<file path="config.mk">
export PLATFORM = sky130hd
export DESIGN_NAME = ad9854_par_writer
export DESIGN_NICKNAME = d
export VERILOG_FILES = /design/src/rtl/ad9854_par_writer.sv
export SDC_FILE = /design/constraint.sdc
export NUM_CORES = 1
export LEC_CHECK = 0
export ABC_AREA = 1
export BUFFER_PORTS_ARGS = -buffer_cell sky130_fd_sc_hd__buf_4
export CORE_UTILIZATION = 50
export DETAILED_ROUTE_END_ITERATION = 6
export PLACE_DENSITY = 0.7
export SLEW_MARGIN = 20
export SYNTH_ARGS = -nofsm -noshare
export SYNTH_HDL_FRONTEND = slang
export SYNTH_SLANG_ARGS = --single-unit
</file>
<file path="constraint.sdc">
create_clock -name CLK -period 2.94 [get_ports CLK]
set_input_delay 0.441 -clock CLK [delete_from_list [all_inputs] [get_ports CLK]]
set_output_delay 0.441 -clock CLK [all_outputs]
set_load 0.05 [all_outputs]
</file>
<file path="src/rtl/ad9854_par_writer.sv">
// AD9854 parallel-port writer: snapshots the DDS tuning/control words on a CEN rise,
// writes them byte-by-byte with a WRB strobe, then pulses UDCLK and returns READY.
module ad9854_par_writer #(
    parameter int SETUP_CYC  = 2,
    parameter int WR_LOW_CYC = 2,
    parameter int HOLD_CYC   = 2,
    parameter int UD_CYC     = 4
) (
    input  logic        CLK,
    input  logic        RST,
    input  logic        CEN,
    input  logic [15:0] F1H,
    input  logic [31:0] F1L,
    input  logic [15:0] F2H,
    input  logic [31:0] F2L,
    input  logic [15:0] DFWH,
    input  logic [31:0] DFWL,
    input  logic [13:0] PTW1,
    input  logic [13:0] PTW2,
    input  logic [19:0] RAMPRATE,
    input  logic [2:0]  MODE,
    input  logic        TRAIANGLE,
    input  logic        PLLEN,
    input  logic [4:0]  CLKMUILT,
    input  logic        PLLRANGE,
    input  logic        OSK,
    output logic [5:0]  DDS_A,
    output logic [7:0]  DDS_D,
    output logic        DDS_WRB,
    output logic        DDS_UDCLK,
    output logic        BUSY,
    output logic        READY
);

    localparam int NB     = 29;
    localparam int MAX_A  = (SETUP_CYC > WR_LOW_CYC) ? SETUP_CYC : WR_LOW_CYC;
    localparam int MAX_B  = (HOLD_CYC > UD_CYC) ? HOLD_CYC : UD_CYC;
    localparam int MAXP   = (MAX_A > MAX_B) ? MAX_A : MAX_B;
    localparam int CW     = $clog2(MAXP + 1);

    localparam logic [CW-1:0] S_LD = CW'(SETUP_CYC - 1);
    localparam logic [CW-1:0] W_LD = CW'(WR_LOW_CYC - 1);
    localparam logic [CW-1:0] H_LD = CW'(HOLD_CYC - 1);
    localparam logic [CW-1:0] U_LD = CW'(UD_CYC - 1);

    typedef enum logic [2:0] {
        IDLE,
        SETUP,
        STROBE,
        HOLD,
        UPDATE,
        DONE
    } state_t;

    state_t            state_reg, state_next;
    logic [CW-1:0]     cnt_reg, cnt_next;
    logic [4:0]        idx_reg, idx_next;
    logic              cen_q_reg;
    logic [8*NB-1:0]   shadow_reg;
    logic [8*NB-1:0]   image;
    logic [5:0]        a_reg, a_next;
    logic [7:0]        d_reg, d_next;
    logic              wrb_reg, wrb_next;
    logic              ud_reg, ud_next;
    logic              busy_reg, busy_next;
    logic              ready_reg, ready_next;
    logic              start;
    logic [47:0]       ftw1, ftw2, dfw;
    logic [23:0]       ramp;

    assign ftw1 = {F1H, F1L};
    assign ftw2 = {F2H, F2L};
    assign dfw  = {DFWH, DFWL};
    assign ramp = {4'b0000, RAMPRATE};

    // Byte image in write order, byte i at image[8*i +: 8]; multi-byte words go MSB first.
    assign image[7:0]   = 8'h00;
    assign image[15:8]  = {1'b0, PLLRANGE, ~PLLEN, CLKMUILT};
    assign image[23:16] = {2'b00, TRAIANGLE, 1'b0, MODE, 1'b0};
    assign image[31:24] = {2'b00, OSK, 5'b00000};
    assign image[39:32] = {2'b00, PTW1[13:8]};
    assign image[47:40] = PTW1[7:0];
    assign image[55:48] = {2'b00, PTW2[13:8]};
    assign image[63:56] = PTW2[7:0];

    generate
        for (genvar gi = 0; gi < 6; gi++) begin : g_words48
            assign image[8*(8+gi)  +: 8] = ftw1[47-8*gi -: 8];
            assign image[8*(14+gi) +: 8] = ftw2[47-8*gi -: 8];
            assign image[8*(20+gi) +: 8] = dfw[47-8*gi -: 8];
        end
        for (genvar gi = 0; gi < 3; gi++) begin : g_ramp
            assign image[8*(26+gi) +: 8] = ramp[23-8*gi -: 8];
        end
    endgenerate

    // Control registers sit at 0x1D-0x20, then 0x00-0x15, skipping the update clock to 0x1A.
    function automatic logic [5:0] addr_of(input logic [4:0] idx);
        if (idx < 5'd4)
            addr_of = 6'h1D + {4'b0000, idx[1:0]};
        else if (idx < 5'd26)
            addr_of = {1'b0, idx - 5'd4};
        else
            addr_of = {1'b0, idx};
    endfunction

    assign start = CEN && !cen_q_reg;

    always_comb begin
        state_next = state_reg;
        cnt_next   = cnt_reg;
        idx_next   = idx_reg;
        unique case (state_reg)
            IDLE: begin
                if (start) begin
                    state_next = SETUP;
                    cnt_next   = S_LD;
                    idx_next   = 5'd0;
                end
            end
            SETUP: begin
                if (cnt_reg == '0) begin
                    state_next = STROBE;
                    cnt_next   = W_LD;
                end else begin
                    cnt_next = cnt_reg - 1'b1;
                end
            end
            STROBE: begin
                if (cnt_reg == '0) begin
                    state_next = HOLD;
                    cnt_next   = H_LD;
                end else begin
                    cnt_next = cnt_reg - 1'b1;
                end
            end
            HOLD: begin
                if (cnt_reg != '0) begin
                    cnt_next = cnt_reg - 1'b1;
                end else if (idx_reg < 5'd28) begin
                    state_next = SETUP;
                    cnt_next   = S_LD;
                    idx_next   = idx_reg + 5'd1;
                end else begin
                    state_next = UPDATE;
                    cnt_next   = U_LD;
                end
            end
            UPDATE: begin
                if (cnt_reg == '0)
                    state_next = DONE;
                else
                    cnt_next = cnt_reg - 1'b1;
            end
            DONE: begin
                state_next = IDLE;
            end
            default: begin
                state_next = IDLE;
            end
        endcase
    end

    // Outputs are decoded from the next state so every port comes straight off a flop.
    always_comb begin
        a_next     = 6'd0;
        d_next     = 8'd0;
        wrb_next   = (state_next != STROBE);
        ud_next    = (state_next == UPDATE);
        busy_next  = (state_next != IDLE);
        ready_next = (state_next == DONE);
        if (state_next != IDLE) begin
            a_next = addr_of(idx_next);
            d_next = shadow_reg[{idx_next, 3'b000} +: 8];
        end
    end

    always_ff @(posedge CLK) begin
        if (RST) begin
            state_reg  <= IDLE;
            cnt_reg    <= '0;
            idx_reg    <= 5'd0;
            cen_q_reg  <= 1'b0;
            shadow_reg <= '0;
            a_reg      <= 6'd0;
            d_reg      <= 8'd0;
            wrb_reg    <= 1'b1;
            ud_reg     <= 1'b0;
            busy_reg   <= 1'b0;
            ready_reg  <= 1'b0;
        end else begin
            state_reg <= state_next;
            cnt_reg   <= cnt_next;
            idx_reg   <= idx_next;
            cen_q_reg <= CEN;
            if (state_reg == IDLE && start)
                shadow_reg <= image;
            a_reg     <= a_next;
            d_reg     <= d_next;
            wrb_reg   <= wrb_next;
            ud_reg    <= ud_next;
            busy_reg  <= busy_next;
            ready_reg <= ready_next;
        end
    end

    assign DDS_A     = a_reg;
    assign DDS_D     = d_reg;
    assign DDS_WRB   = wrb_reg;
    assign DDS_UDCLK = ud_reg;
    assign BUSY      = busy_reg;
    assign READY     = ready_reg;

endmodule

</file>
==> impl_metrics.tcl <==
set metrics [dict create \
    vias 10500 \
    synth_cell_types 32 \
    clk_latency_ns 0.52 \
    io_buffers 224 \
    grt_overflow_total 0 \
    max-slew-margin-rel 0.298 \
    worst-path-buf-inv 3 \
    grt_max_degree 216 \
    wl_per_cell_um 16.1 \
    p_leak_nw 6.05 \
    pin_count 225 \
    die_area_mm2 0.0215 \
    period_share 0.845 \
    cts_tree "done" \
    ys_ff_latch 234 \
    grt_pass1_wl_mm 51.3 \
    tns_ns 0 \
    path_cells "inv_1, ha_1, inv_1, nor2_4, nand3_2, nand2_1, nand2_1, nand2_4, buf_4, nand2_1, nor2_1, nor2_1, nand2_1, nand2_1, o21ai_1, nor2_1" \
    cp.required_ns 3.35 \
    startpoint_type "register" \
    synth_largest_area_cell "dfxtp_1" \
    finalSetupViolCount 0 \
    synthMuxAreaShare 0 \
    synth_xor_area_frac 0 \
    root_buffer "clkbuf_16" \
    hp-class "in -> reg" \
    status "complete, but fails checks" \
    tightest_slew_ns 1.05 \
    startpoint "cnt_reg[0]" \
    skew_ns 0.00884 \
    cts_buffers 25 \
    drv_slew 0 \
    area_delta_synth_final_pct 25.8 \
    grt_pass1_vias 10100 \
    synth_edf_count 0 \
    wl_mm 32.5 \
    clock_sinks 234 \
    fp.coreArea_mm2 0.0204 \
    final-hold-violation-count 0 \
    via_per_inst 5.22 \
    synthTopCellsByArea "dfxtp_1 45%, nand2_1 12%, o21ai_0 10%, nor2_1 8.6%, a21oi_1 5.9%" \
    ys_async_sr_fraction 0 \
    dp.final_hpwl_mm 22.9 \
    worstPathArrival_ns 2.89 \
    drtAntennaViolNets 0 \
    drt-initial-drc-count 852 \
    synth_compound_area_frac 0.180 \
    slowest_delay_ns 0.30 \
    die_y_um 147 \
    critPathTopFamily "simple AND/OR/NAND/NOR gates" \
    synthSimpleGateAreaFrac 0.275 \
    pwr_density_cell_mw_per_mm2 746 \
    place_congestion 0.874 \
    rsz0062_at_grt "false" \
    peakVddDrop_mv 0.421 \
    drive_gt1_frac 0.180 \
    start_util 0.514 \
    r2r_start "cnt_reg[0]" \
    cpMaxStageDelayCell "dfxtp_1" \
    yosys_warnings 0 \
    htreeDepth 1 \
    seq_area_frac_synth 0.447 \
    area.sequential_mm2 0.00468 \
    nNetsFinal 1932 \
    power_mw 9.82 \
    post_cts_resized 0 \
    netlist_instances 1548 \
    drc 1 \
    critPathKind "reg -> reg" \
    num_rows 52 \
    clk_pin_slew_worst_paths_ns 0.06 \
    syn_avg_cell_area_um2 6.77 \
    fill_cells 1934 \
    grt_usage 0.299 \
    clock_path_buffers 3 \
    multiInputGateArea_mm2 0.00482 \
    synth_nets 1759 \
    die_w_um 147 \
    path_common_cell "nand2_1" \
    cap_violations 0 \
    failed_checks "DRC" \
    worstSetupEndpointType "register" \
    yosysTopAreaCellShare 0.447 \
    firstDrtPassIters 7 \
    yosysMostFrequentCell "nand2_1" \
    largest_reg_flops 204 \
    final.min_clock_period_ns 2.48 \
    syn-cell-area_mm2 0.0105 \
    hold_buffers 0 \
    synth_top_family_by_area "simple AND/OR/NAND/NOR gates" \
    antenna_found_initial 1 \
    fmax_mhz 403 \
    crit_fanout 13 \
    ys_top_cells_by_count "329 x nand2_1, 240 x nor2_1, 234 x dfxtp_1, 215 x o21ai_0, 139 x inv_1" \
    cts_setup_buffers 0 \
    synthAdderAreaFrac 0.00478 \
    synth_ff_type "dfxtp_1" \
    holdCritStartpoint "PLLEN" \
]
-- cells in the final DEF, fill, tap and decap left out, types with 5 or more instances in the layout --
| cell type | synthesis | layout |
|---|---|---|
| o21ai_1 | 6 | 6 |
| o21ai_0 | 215 | 215 |
| clkinv_2 | 0 | 7 |
| clkbuf_16 | 0 | 25 |
| nor2_1 | 240 | 240 |
| inv_2 | 5 | 5 |
| dfxtp_1 | 234 | 234 |
| o211ai_1 | 12 | 12 |
| buf_12 | 0 | 6 |
| clkbuf_8 | 0 | 6 |
| a21oi_1 | 124 | 124 |
| nand3_1 | 103 | 103 |
| inv_1 | 139 | 137 |
| nand2_1 | 329 | 329 |
| buf_4 | 6 | 241 |
-- layout make-up --
cell class,count,area share
clock inverters,11,0.0104
flip-flops and latches,234,0.355
clock buffers,35,0.0549
repair buffers,247,0.146
multi-input cells,1069,0.366
well taps,270,0.0256
diodes,1,0.000190
inverters,144,0.0413
-- worst paths after layout --
path	cells after the start	end	slack (ns)
min reg2reg	2	shadow_reg[180]	0.46
max	16	DDS_D[4]	0.46
max reg2reg	16	DDS_D[4]	0.46
min	2	shadow_reg[13]	0.11
-- per-layer routing --
layer	up-vias	global-route usage	wire length [um]
li1	5302	-	-
met1	4746	0.398	14200
met2	382	0.493	15000
met3	61	0.0531	2390
met4	0	0.0948	923
met5	-	0	0
-- where the power goes --
part | internal [mW] | switching (mW) | total (mW)
Sequential | 3.76 | 0.262 | 4.02
Combinational | 0.891 | 1.65 | 2.54
Clock | 1.98 | 1.28 | 3.26
Total | 6.63 | 3.19 | 9.82
-- metrics by stage --
stage,util,std cells,area [um^2],hold slack [ns],worst slack (ns)
detailed placement,0.605,1964,12300,0.445,0.530
CTS,0.647,2010,13200,0.0990,0.502
global route,0.647,2010,13200,0.0969,0.231
finish,0.647,2011,13200,0.107,0.457
floorplan,-,1548,10500,0.425,0.927
global placement,0.605,1964,12300,0.439,0.571
-- logic make-up after synthesis --
logic type,Yosys count
AND/OR/NAND/NOR,700
AO/OA/AOI/OAI,365
adder cells (fa/ha/maj),4
flip-flops,234
buffers and inverters,245
-- worst register-to-register path, stage by stage (launching register included) --
cell	delay (ns)
dfxtp_1	0.30
inv_1	0.11
ha_1	0.21
inv_1	0.08
nor2_4	0.23
nand3_2	0.14
nand2_1	0.08
nand2_1	0.09
nand2_4	0.20
buf_4	0.23
nand2_1	0.10
nor2_1	0.17
nor2_1	0.09
nand2_1	0.07
nand2_1	0.05
o21ai_1	0.17
nor2_1	0.06
Note: power is estimated with default switching activity, not from simulation.
